==> config.mk <==
export PLATFORM = sky130hd
export DESIGN_NAME = regfile_mp
export DESIGN_NICKNAME = d
export VERILOG_FILES = /design/src/rtl/regfile_pkg.sv /design/src/rtl/regfile_clr_fsm.sv /design/src/rtl/regfile_mp.sv
export SDC_FILE = /design/constraint.sdc
export NUM_CORES = 1
export LEC_CHECK = 0
export CAP_MARGIN = 25
export CORE_MARGIN = 3
export CORE_UTILIZATION = 28
export CTS_CLUSTER_DIAMETER = 200
export DETAILED_ROUTE_END_ITERATION = 6
export PLACE_DENSITY_LB_ADDON = 0.2
export SLEW_MARGIN = 0
export SYNTH_ARGS = -nofsm -noshare
export SYNTH_HDL_FRONTEND = slang
export SYNTH_SLANG_ARGS = --single-unit
==> constraint.sdc <==
create_clock -name clk -period 5.5 [get_ports clk]
set_clock_uncertainty 0.1 [all_clocks]
set_input_delay 1.1 -clock clk [delete_from_list [all_inputs] [get_ports clk]]
set_output_delay 1.1 -clock clk [all_outputs]
set_load 0.05 [all_outputs]
==> src/rtl/regfile_pkg.sv <==
// Shared types and sizing helpers for the multi-port register file.
package regfile_pkg;

    // Clear-sweep controller states
    typedef enum logic {
        IDLE  = 1'b0,
        CLEAR = 1'b1
    } clr_state_t;

    // Number of entries addressed by an addr_w-bit address
    function automatic int depth_of(input int addr_w);
        return 1 << addr_w;
    endfunction

endpackage

==> src/rtl/regfile_clr_fsm.sv <==
// Clear-sweep controller: walks a pointer over every entry, zeroing one per
// cycle, and reports progress through registered busy / clr_done flags.
module regfile_clr_fsm
    import regfile_pkg::*;
#(
    parameter int ADDR_W = 2
) (
    input  logic              clk,
    input  logic              rst,
    input  logic              clr_req,
    output logic              busy,
    output logic              clr_done,
    output logic              clear_we,
    output logic [ADDR_W-1:0] clear_addr,
    output clr_state_t        state
);

    localparam logic [ADDR_W-1:0] LAST = {ADDR_W{1'b1}};

    clr_state_t        state_d;
    logic [ADDR_W-1:0] ptr_q;
    logic [ADDR_W-1:0] ptr_d;
    logic              busy_d;
    logic              done_d;

    // State, pointer and the registered status flags
    always_ff @(posedge clk or posedge rst) begin
        if (rst) begin
            state    <= IDLE;
            ptr_q    <= '0;
            busy     <= 1'b0;
            clr_done <= 1'b0;
        end else begin
            state    <= state_d;
            ptr_q    <= ptr_d;
            busy     <= busy_d;
            clr_done <= done_d;
        end
    end

    // Next state: clr_req is only honoured in IDLE, so a request held through
    // clr_done starts the next sweep on the edge that ends the clr_done cycle.
    always_comb begin
        state_d = state;
        ptr_d   = ptr_q;
        busy_d  = 1'b0;
        done_d  = 1'b0;
        case (state)
            IDLE: begin
                if (clr_req) begin
                    state_d = CLEAR;
                    ptr_d   = '0;
                    busy_d  = 1'b1;
                end
            end
            CLEAR: begin
                ptr_d  = ptr_q + 1'b1;
                busy_d = 1'b1;
                if (ptr_q == LAST) begin
                    state_d = IDLE;
                    busy_d  = 1'b0;
                    done_d  = 1'b1;
                end
            end
            default: state_d = IDLE;
        endcase
    end

    assign clear_we   = (state == CLEAR);
    assign clear_addr = ptr_q;

endmodule

==> src/rtl/regfile_mp.sv <==
// 2^ADDR_W x DATA_W register file: two combinational read ports, one
// synchronous write port, optional write bypass, optional zero entry, and a
// sequential clear sweep.
module regfile_mp
    import regfile_pkg::*;
#(
    parameter int DATA_W   = 32,
    parameter int ADDR_W   = 2,
    parameter int BYPASS   = 1,
    parameter int ZERO_REG = 0
) (
    input  logic              clk,
    input  logic              rst,
    input  logic              we,
    input  logic [ADDR_W-1:0] waddr,
    input  logic [DATA_W-1:0] wdata,
    input  logic [ADDR_W-1:0] raddr1,
    input  logic [ADDR_W-1:0] raddr2,
    output logic [DATA_W-1:0] rdata1,
    output logic [DATA_W-1:0] rdata2,
    input  logic              clr_req,
    output logic              busy,
    output logic              clr_done
);

    localparam int DEPTH = depth_of(ADDR_W);

    logic [DATA_W-1:0] mem [DEPTH];
    logic              clear_we;
    logic [ADDR_W-1:0] clear_addr;
    clr_state_t        fsm_state;
    logic              wr_ok;

    regfile_clr_fsm #(.ADDR_W(ADDR_W)) u_clr_fsm (
        .clk        (clk),
        .rst        (rst),
        .clr_req    (clr_req),
        .busy       (busy),
        .clr_done   (clr_done),
        .clear_we   (clear_we),
        .clear_addr (clear_addr),
        .state      (fsm_state)
    );

    // A user write counts only while idle and not aimed at a hard-wired zero
    always_comb begin
        wr_ok = we && (fsm_state == IDLE);
        if ((ZERO_REG != 0) && (waddr == '0))
            wr_ok = 1'b0;
    end

    // Array storage: sweep writes take priority over (ignored) user writes
    always_ff @(posedge clk or posedge rst) begin
        if (rst) begin
            for (int i = 0; i < DEPTH; i++)
                mem[i] <= '0;
        end else if (clear_we) begin
            mem[clear_addr] <= '0;
        end else if (wr_ok) begin
            mem[waddr] <= wdata;
        end
    end

    // Read ports: array, then bypass, then zero-entry override
    always_comb begin
        rdata1 = mem[raddr1];
        rdata2 = mem[raddr2];
        if ((BYPASS != 0) && wr_ok && (raddr1 == waddr))
            rdata1 = wdata;
        if ((BYPASS != 0) && wr_ok && (raddr2 == waddr))
            rdata2 = wdata;
        if ((ZERO_REG != 0) && (raddr1 == '0))
            rdata1 = '0;
        if ((ZERO_REG != 0) && (raddr2 == '0))
            rdata2 = '0;
    end

endmodule

# == Yosys cells after proc, flatten, opt, wreduce, memory -nomap -nowiden ==
# Index checks and enable logic that the tools add are counted.
# word_totals
regBits,132
latchBits,0
in_bits,42
word_cells,53
out_inout_bits,66
mem_bits_ro,0
memories,0
ramBits,0
# op_classes
n_bitwise,7
n_eq_ne,4
mul,0
n_shift,0
addsub,1
n_reduce_logical,6
muxes,22
magnitude_cmp,6
div_mod_pow,0
# op_table
operator,count
$mux W128,2
$mux W32,8
$and A128 B128 Y128,1
$bmux W32 S2,2
$bwmux W128,1
$demux W32 S2,2
$not A128 Y128,1
$ge A3 B3 Y1 const B,4
$not A2 Y3,4
$lt A3 B1 Y1 const B,2
$logic_and A1 B1 Y1,5
$eq A2 B2 Y1,2
$mux W1,4
$pmux W2 S2,1
$add A2 B1 Y2 const B,1
$eq A2 B2 Y1 const B,1
$mux W2,1
$ne A2 B2 Y1 const B,1
$pmux W1 S2,1
$reduce_bool A2 Y1,1
$not A1 Y1,1

# == Longest topological paths before layout ==
# Gate-level depths: netlist of run 1.
# depth
word_depth,8
ltp_mapped,6
mapped_depth_nobuf,4

# == Cells and area by module ==
# A second synthesis of run 1 with hierarchy kept.
# hier_totals
cells_unflattened,626
area_unflattened_um2,8137.8
# modules_own_cells
mod,cells_each,n_inst,area_each_um2
regfile_mp,612,1,7958.9
regfile_clr_fsm,14,1,178.9

# == Worst setup path after synthesis of run 1 ==
# Ideal clock, no wire load.
# synth_timing
path_kind,in2out
startpoint,input raddr1[1]
endpoint,output rdata1[1]
arrival_time_ns,2.429
path_buffers,2
cell_stages,4
setup_slack_ns,1.871
path_cell_list,buf_2 > clkbuf_1 > mux4_2 > mux2_1
# synth_between
elab_chain_cells,5
elab_cells_between_ends,7
cone_classes,eq/ne: 1; mux: 4; bitwise: 1; reduce/logical: 1
# synth_lines
element,line_no,source
"start, declared",regfile_mp.sv:17,"input logic [ADDR_W-1:0] raddr1,"
$not A2 Y3 (implied by the code),regfile_mp.sv:66,rdata1 = mem[raddr1];
$bmux W32 S2,regfile_mp.sv:66,
$mux W32 (implied by the code) (2 in series),regfile_mp.sv:66,
$mux W32 *,regfile_mp.sv:68,if ((BYPASS != 0) && wr_ok && (raddr1 == waddr))
"end, declared",regfile_mp.sv:19,"output logic [DATA_W-1:0] rdata1,"
# Every way passes the cells marked *; elsewhere a longest branch is shown, timed or not. The select of a mux whose other input is x is not followed.

# == Final worst setup path of run 1 ==
# layout_timing
startpoint,input we
endpoint,output rdata2[16]
# layout_between
elab_chain_cells,3
# layout_lines
element,line_no,source
"start, declared",regfile_mp.sv:14,"input logic we,"
$logic_and A1 B1 Y1,regfile_mp.sv:47,wr_ok = we && (fsm_state == IDLE);
$logic_and A1 B1 Y1,regfile_mp.sv:70,if ((BYPASS != 0) && wr_ok && (raddr2 == waddr))
$mux W32,regfile_mp.sv:70,
"end, declared",regfile_mp.sv:20,"output logic [DATA_W-1:0] rdata2,"
# No other way between the ends.

==> run metrics, run 1 <==
status=finished clean; DRT Wirelength=22.4 mm; die height=166 microns; FF-to-FF End=mem[1]; vias in the first global route=5703; clock sinks=132; post-CTS resize count=0; fmax=202 MHz; row count=57; Hold Fails Final Rpt=0; Final min period=4.94 ns; n_diodes=0; core area=24700 sq um; Hold Path Stages=1; Worst R2R Path Depth=4; Post-Synthesis Net Count=515; worst hold start=mem[74]; GRT overflow=0; Netlist cell types=24; Hold WC Path Type=reg -> reg; WL/cell=24.9 microns; clock buffer depth=2; worst slew pin tran=0.988 ns; Skew-Pair Late Insertion Delay=0.42 ns; final slew viol count=0; Setup violations, final=0; DRC=0; cell family with most CP delay=buffers and inverters; area leader, netlist=dfrtp_1; crit share post-route=89.9%; starting density of the core=28.9%; Die Span X=166 microns; total number of H-tree levels=4; Post-CTS Hold Buffers=0; Root Buffer=clkbuf_16; RSZ-0062 raised after global routing=no; Max-Cap Viols=0; leakage power=3.96 nW; relative slew slack=34.1%; pwr dens=515 nW/um^2; global-route wire length before repair=34.6 mm; Crit Path Max Fanout=14; R2R setup slack=2.91 ns; sequential-to-total area share from yosys stat=46.3%; Tot Pwr=4.69 mW; Data required, critical path=4.30 ns; Num CTS Buffers=17; CP cell instances=clkdlybuf4s50_1 -> nor2b_1 -> nand3_2 -> buf_4 -> mux2_2 -> clkdlybuf4s50_1; Mapped Area=7130 sq um; die area=27400 sq um; Yosys warning total=0; Mapped Cells=469; most frequent cells in the layout=dfrtp_1, a22o_1, clkdlybuf4s50_1; All-Layer GR Usage=17.0%; Worst setup EP type=output port; Avg Inst Size Synth=15.2 sq um; post-CTS setup buffer count=0; Via density=5.58; critical path type=in -> out; crit start category=input port; Seq cells post-synth=132; share of the synthesized area in the top cell type=46.3%; initial drt markers=242; P&R area growth vs syn=27.8%; I/O pins=108; # port buffers=107; worst path bufs/invs=3; main area contributors after synthesis=dfrtp_1, mux4_2, a22o_1, mux2_2, buf_2; initial antenna violation count=0; Critical Path AT=3.74 ns; Critical Path Most Common Cell=clkdlybuf4s50_1; CP max stage cell=clkdlybuf4s50_1; Routed Antenna Nets=0; dpl hpwl=13.4 mm; Final GP Congestion=0.752; VDD IR max=0.230 mV; crit-path max cell delay=0.82 ns; most common cell after layout, fill and taps aside=dfrtp_1; CTS clk-pin slew, worst paths=0.06 ns; Pre-antenna DRT Iters=5; Final #Nets=609; vias=5015; largest net degree at the start of global routing=95; CTS tree=built; layout cells sized above 1=33.2%; Fin Setup TNS=0 ns; Worst R2R Start=u_clr_fsm.busy; worst hold endpoint=mem[74]
## worst max path at each step
stage               startpoint         end  slack [ns]  depth (start not counted)
finish                      we  rdata2[16]        0.56                          6
global placement            we  rdata2[16]        0.56                          6
detailed placement          we  rdata2[16]        0.51                          6
floorplan                  rst      mem[0]        0.77                          1
global route                we  rdata2[16]        0.43                          6
CTS                         we  rdata2[16]        0.51                          6
## worst register-to-register path: cells and delay by family (launching register included)
family	cells	cell delay, ns
AO/OA/AOI/OAI	1	0.21
buffers and inverters	1	0.25
flip-flops	1	0.65
AND/OR/NAND/NOR	2	1.26
## Yosys cell counts (all sizes together)
master  count
dfrtp     132
a22o      128
mux2       64
mux4       64
buf        43
clkbuf      9
ha          4
inv         4
xnor2       4
a21oi       3
nand3       2
nor4bb      2
a21o        1
and2        1
and4b       1
mux2i       1
nand2       1
nor2        1
nor2b       1
nor3        1
nor4b       1
o31ai       1
## power breakdown
| group | internal [mW] | total (mW) | switching [mW] |
|---|---|---|---|
| Combinational | 0.901 | 2.11 | 1.21 |
| Clock | 0.631 | 1.07 | 0.441 |
| Sequential | 1.26 | 1.51 | 0.244 |
## metal layers
| metal | track usage [%] | vias to the layer above | wire length, microns |
|---|---|---|---|
| met5 | 0 | - | 0 |
| met4 | 6.20 | 0 | 441 |
| met3 | 3.67 | 27 | 1300 |
| met2 | 27.9 | 183 | 11200 |
| met1 | 22.3 | 2709 | 9520 |
| li1 | - | 2096 | - |
## sequential cells by signal (all words and copies together), names as in the netlist
| name | cells |
|---|---|
| mem | 128 |
| u_clr_fsm.busy | 1 |
| u_clr_fsm.clear_addr | 2 |
| u_clr_fsm.clr_done | 1 |
## layout make-up
class | instances | area [sq um]
well taps | 324 | 405
flip-flops and latches | 132 | 3300
fillers | 2344 | 15600
inverters | 4 | 20.0
multi-input cells | 281 | 3580
repair buffers | 127 | 1250
clock buffers | 19 | 443
clock inverters | 12 | 108
## through the flow
stage,hold WS (ns),area [sq um],utilization (%),cells,setup WS [ns]
2_1_floorplan,0.377,7130,-,469,0.774
3_3_place_gp,0.394,8540,34.6,867,0.559
3_5_place_dp,0.401,8560,34.7,868,0.508
4_1_cts,0.421,9110,36.9,899,0.508
5_1_grt,0.431,9110,36.9,899,0.425
6_report,0.416,9110,36.9,899,0.556
## cells by family (layout without fill, tap and decap cells)
| group | count (synthesis) | after routing | share of synthesized area (%) |
|---|---|---|---|
| flip-flops | 132 | 132 | 46.3 |
| multiplexers | 129 | 129 | 30.5 |
| XOR/XNOR | 4 | 4 | 0.491 |
| adder cells (fa/ha/maj) | 4 | 4 | 0.702 |
| AO/OA/AOI/OAI | 133 | 133 | 16.3 |
| buffers and inverters | 56 | 162 | 4.41 |
| AND/OR/NAND/NOR | 11 | 11 | 1.28 |
(Power assumes the default switching activity.)
==> run 2, diff against run 1 <==
--- a/config.mk
+++ b/config.mk
@@ -6,6 +6,7 @@
 export NUM_CORES = 1
 export LEC_CHECK = 0
 export CAP_MARGIN = 25
+export CORE_ASPECT_RATIO = 0.8
 export CORE_MARGIN = 3
 export CORE_UTILIZATION = 28
 export CTS_CLUSTER_DIAMETER = 200
==> run 2 against run 1 <==
  * Clock power is 12% higher
  * Die area hardly changed
  * Setup slack worse by 0.22 ns
  * Final area is 0.65% higher
  * Cell count is 0.67% lower
  * Critical path type unchanged
  * Largest power group unchanged
  * Highest routed layer unchanged
==> run metrics, run 2 (synthesis results as in run 1) <==
R2R setup slack=2.75 ns; # port buffers=107; starting density of the core=28.9%; DRC=0; crit start category=input port; GRT busiest layer=met2; final hold slack=0.414 ns; Pre-antenna DRT Iters=5; met2 Track Usage GR=26.6%; RSZ-0062 raised after global routing=no; Post-CTS Hold Buffers=0; Skew-Pair Late Insertion Delay=0.41 ns; die area=27400 sq um; I/O pins=108; Hold WC Path Type=reg -> reg; post-CTS setup buffer count=0; crit-path max cell delay=0.73 ns; total number of H-tree levels=4; post-CTS resize count=0; crit share post-route=93.9%; met1 Use GR=23.0%; Max-Cap Viols=0; clock sinks=132; Final GP Congestion=0.806; Final min period=5.16 ns; Hold Fails Final Rpt=0; vias in the first global route=5525; max reg flops=128; Final #Nets=608; worst path bufs/invs=3; cell family with most CP delay=buffers and inverters; Num CTS Buffers=17; Root Buffer=clkbuf_16; Fin Setup TNS=0 ns; Reg with most FFs=mem; fmax=194 MHz; WL/cell=25.1 microns; GRT overflow=0; row count=51; initial drt markers=354; core area=24700 sq um; status=finished clean; vias=5121; Data required, critical path=4.30 ns; CP max stage cell=clkdlybuf4s50_1; most frequent cells in the layout=dfrtp_1, a22o_1, clkdlybuf4s50_1; clock buffer depth=2; CP cell instances=clkdlybuf4s50_1 -> xnor2_1 -> nand3_2 -> buf_12 -> mux2_1 -> clkdlybuf4s50_1; critical path type=in -> out; M3 GR Usage=3.37%; Crit Path Max Fanout=14; P&R area growth vs syn=28.6%; Via density=5.73; die height=149 microns; CTS clk-pin slew, worst paths=0.06 ns; worst slew pin tran=1.04 ns; pwr dens=526 nW/um^2; Critical Path Most Common Cell=clkdlybuf4s50_1; Routed Antenna Nets=0; relative slew slack=30.8%; most common cell after layout, fill and taps aside=dfrtp_1; global-route wire length before repair=34.3 mm; Worst setup EP type=output port; Setup violations, final=0; initial antenna violation count=0; dpl hpwl=13.2 mm; CTS tree=built; DRT Wirelength=22.4 mm; n_diodes=0; largest net degree at the start of global routing=98; Die Span X=184 microns; All-Layer GR Usage=16.6%; leakage power=3.99 nW; VDD IR max=0.227 mV; Critical Path AT=3.96 ns; final slew viol count=0; layout cells sized above 1=33.4%
-- run 2: cell types whose count changed in the layout (fill, tap and decap cells not counted) --
cell	previous run	this run
buf_4	16	15
bufinv_16	1	4
clkbuf_1	1	0
clkinv_2	4	5
inv_6	3	1
-- run 2: cell type report --
type / count / area, sq um
fill: 2302 / 15500
clock buffer: 18 / 439
inverter: 4 / 20.0
timing repair buffer: 126 / 1240
tap: 318 / 398
sequential: 132 / 3300
clock inverter: 14 / 185
multi-input combinational: 281 / 3580
-- run 2: through the flow --
stage	power, mW	utilization [%]	std cells	setup slack, ns	area [sq um]
5_1_grt	5.02	37.1	893	0.220	9170
6_report	4.82	37.1	893	0.338	9170
2_1_floorplan	2.91	-	469	0.774	7130
4_1_cts	4.85	37.1	893	0.344	9170
3_3_place_gp	3.57	34.5	860	0.423	8520
3_5_place_dp	3.62	34.6	861	0.342	8540
-- run 2: metal layers --
layer  routed length, microns  part of all wire [%]
met4                      369                   1.6
met2                    11000                    49
met5                        0                     0
met1                     9840                    44
met3                     1210                   5.4
-- run 2: final timing paths --
| kind | depth (start not counted) | to | from |
|---|---|---|---|
| worst max register to register | 4 | mem[15] | u_clr_fsm.busy |
| min in group asynchronous | 2 | mem[108] | rst |
| max in group asynchronous | 3 | mem[77] | rst |
| worst min-delay path | 1 | mem[10] | mem[10] |
| worst max-delay path | 6 | rdata2[1] | waddr[1] |
| worst min register to register | 1 | mem[10] | mem[10] |
-- run 2: report_power, final --
part           internal [mW]  total (mW)  switching [mW]
clock                  0.767        1.20           0.437
combinational          0.900        2.11            1.21
sequential              1.26        1.51           0.241
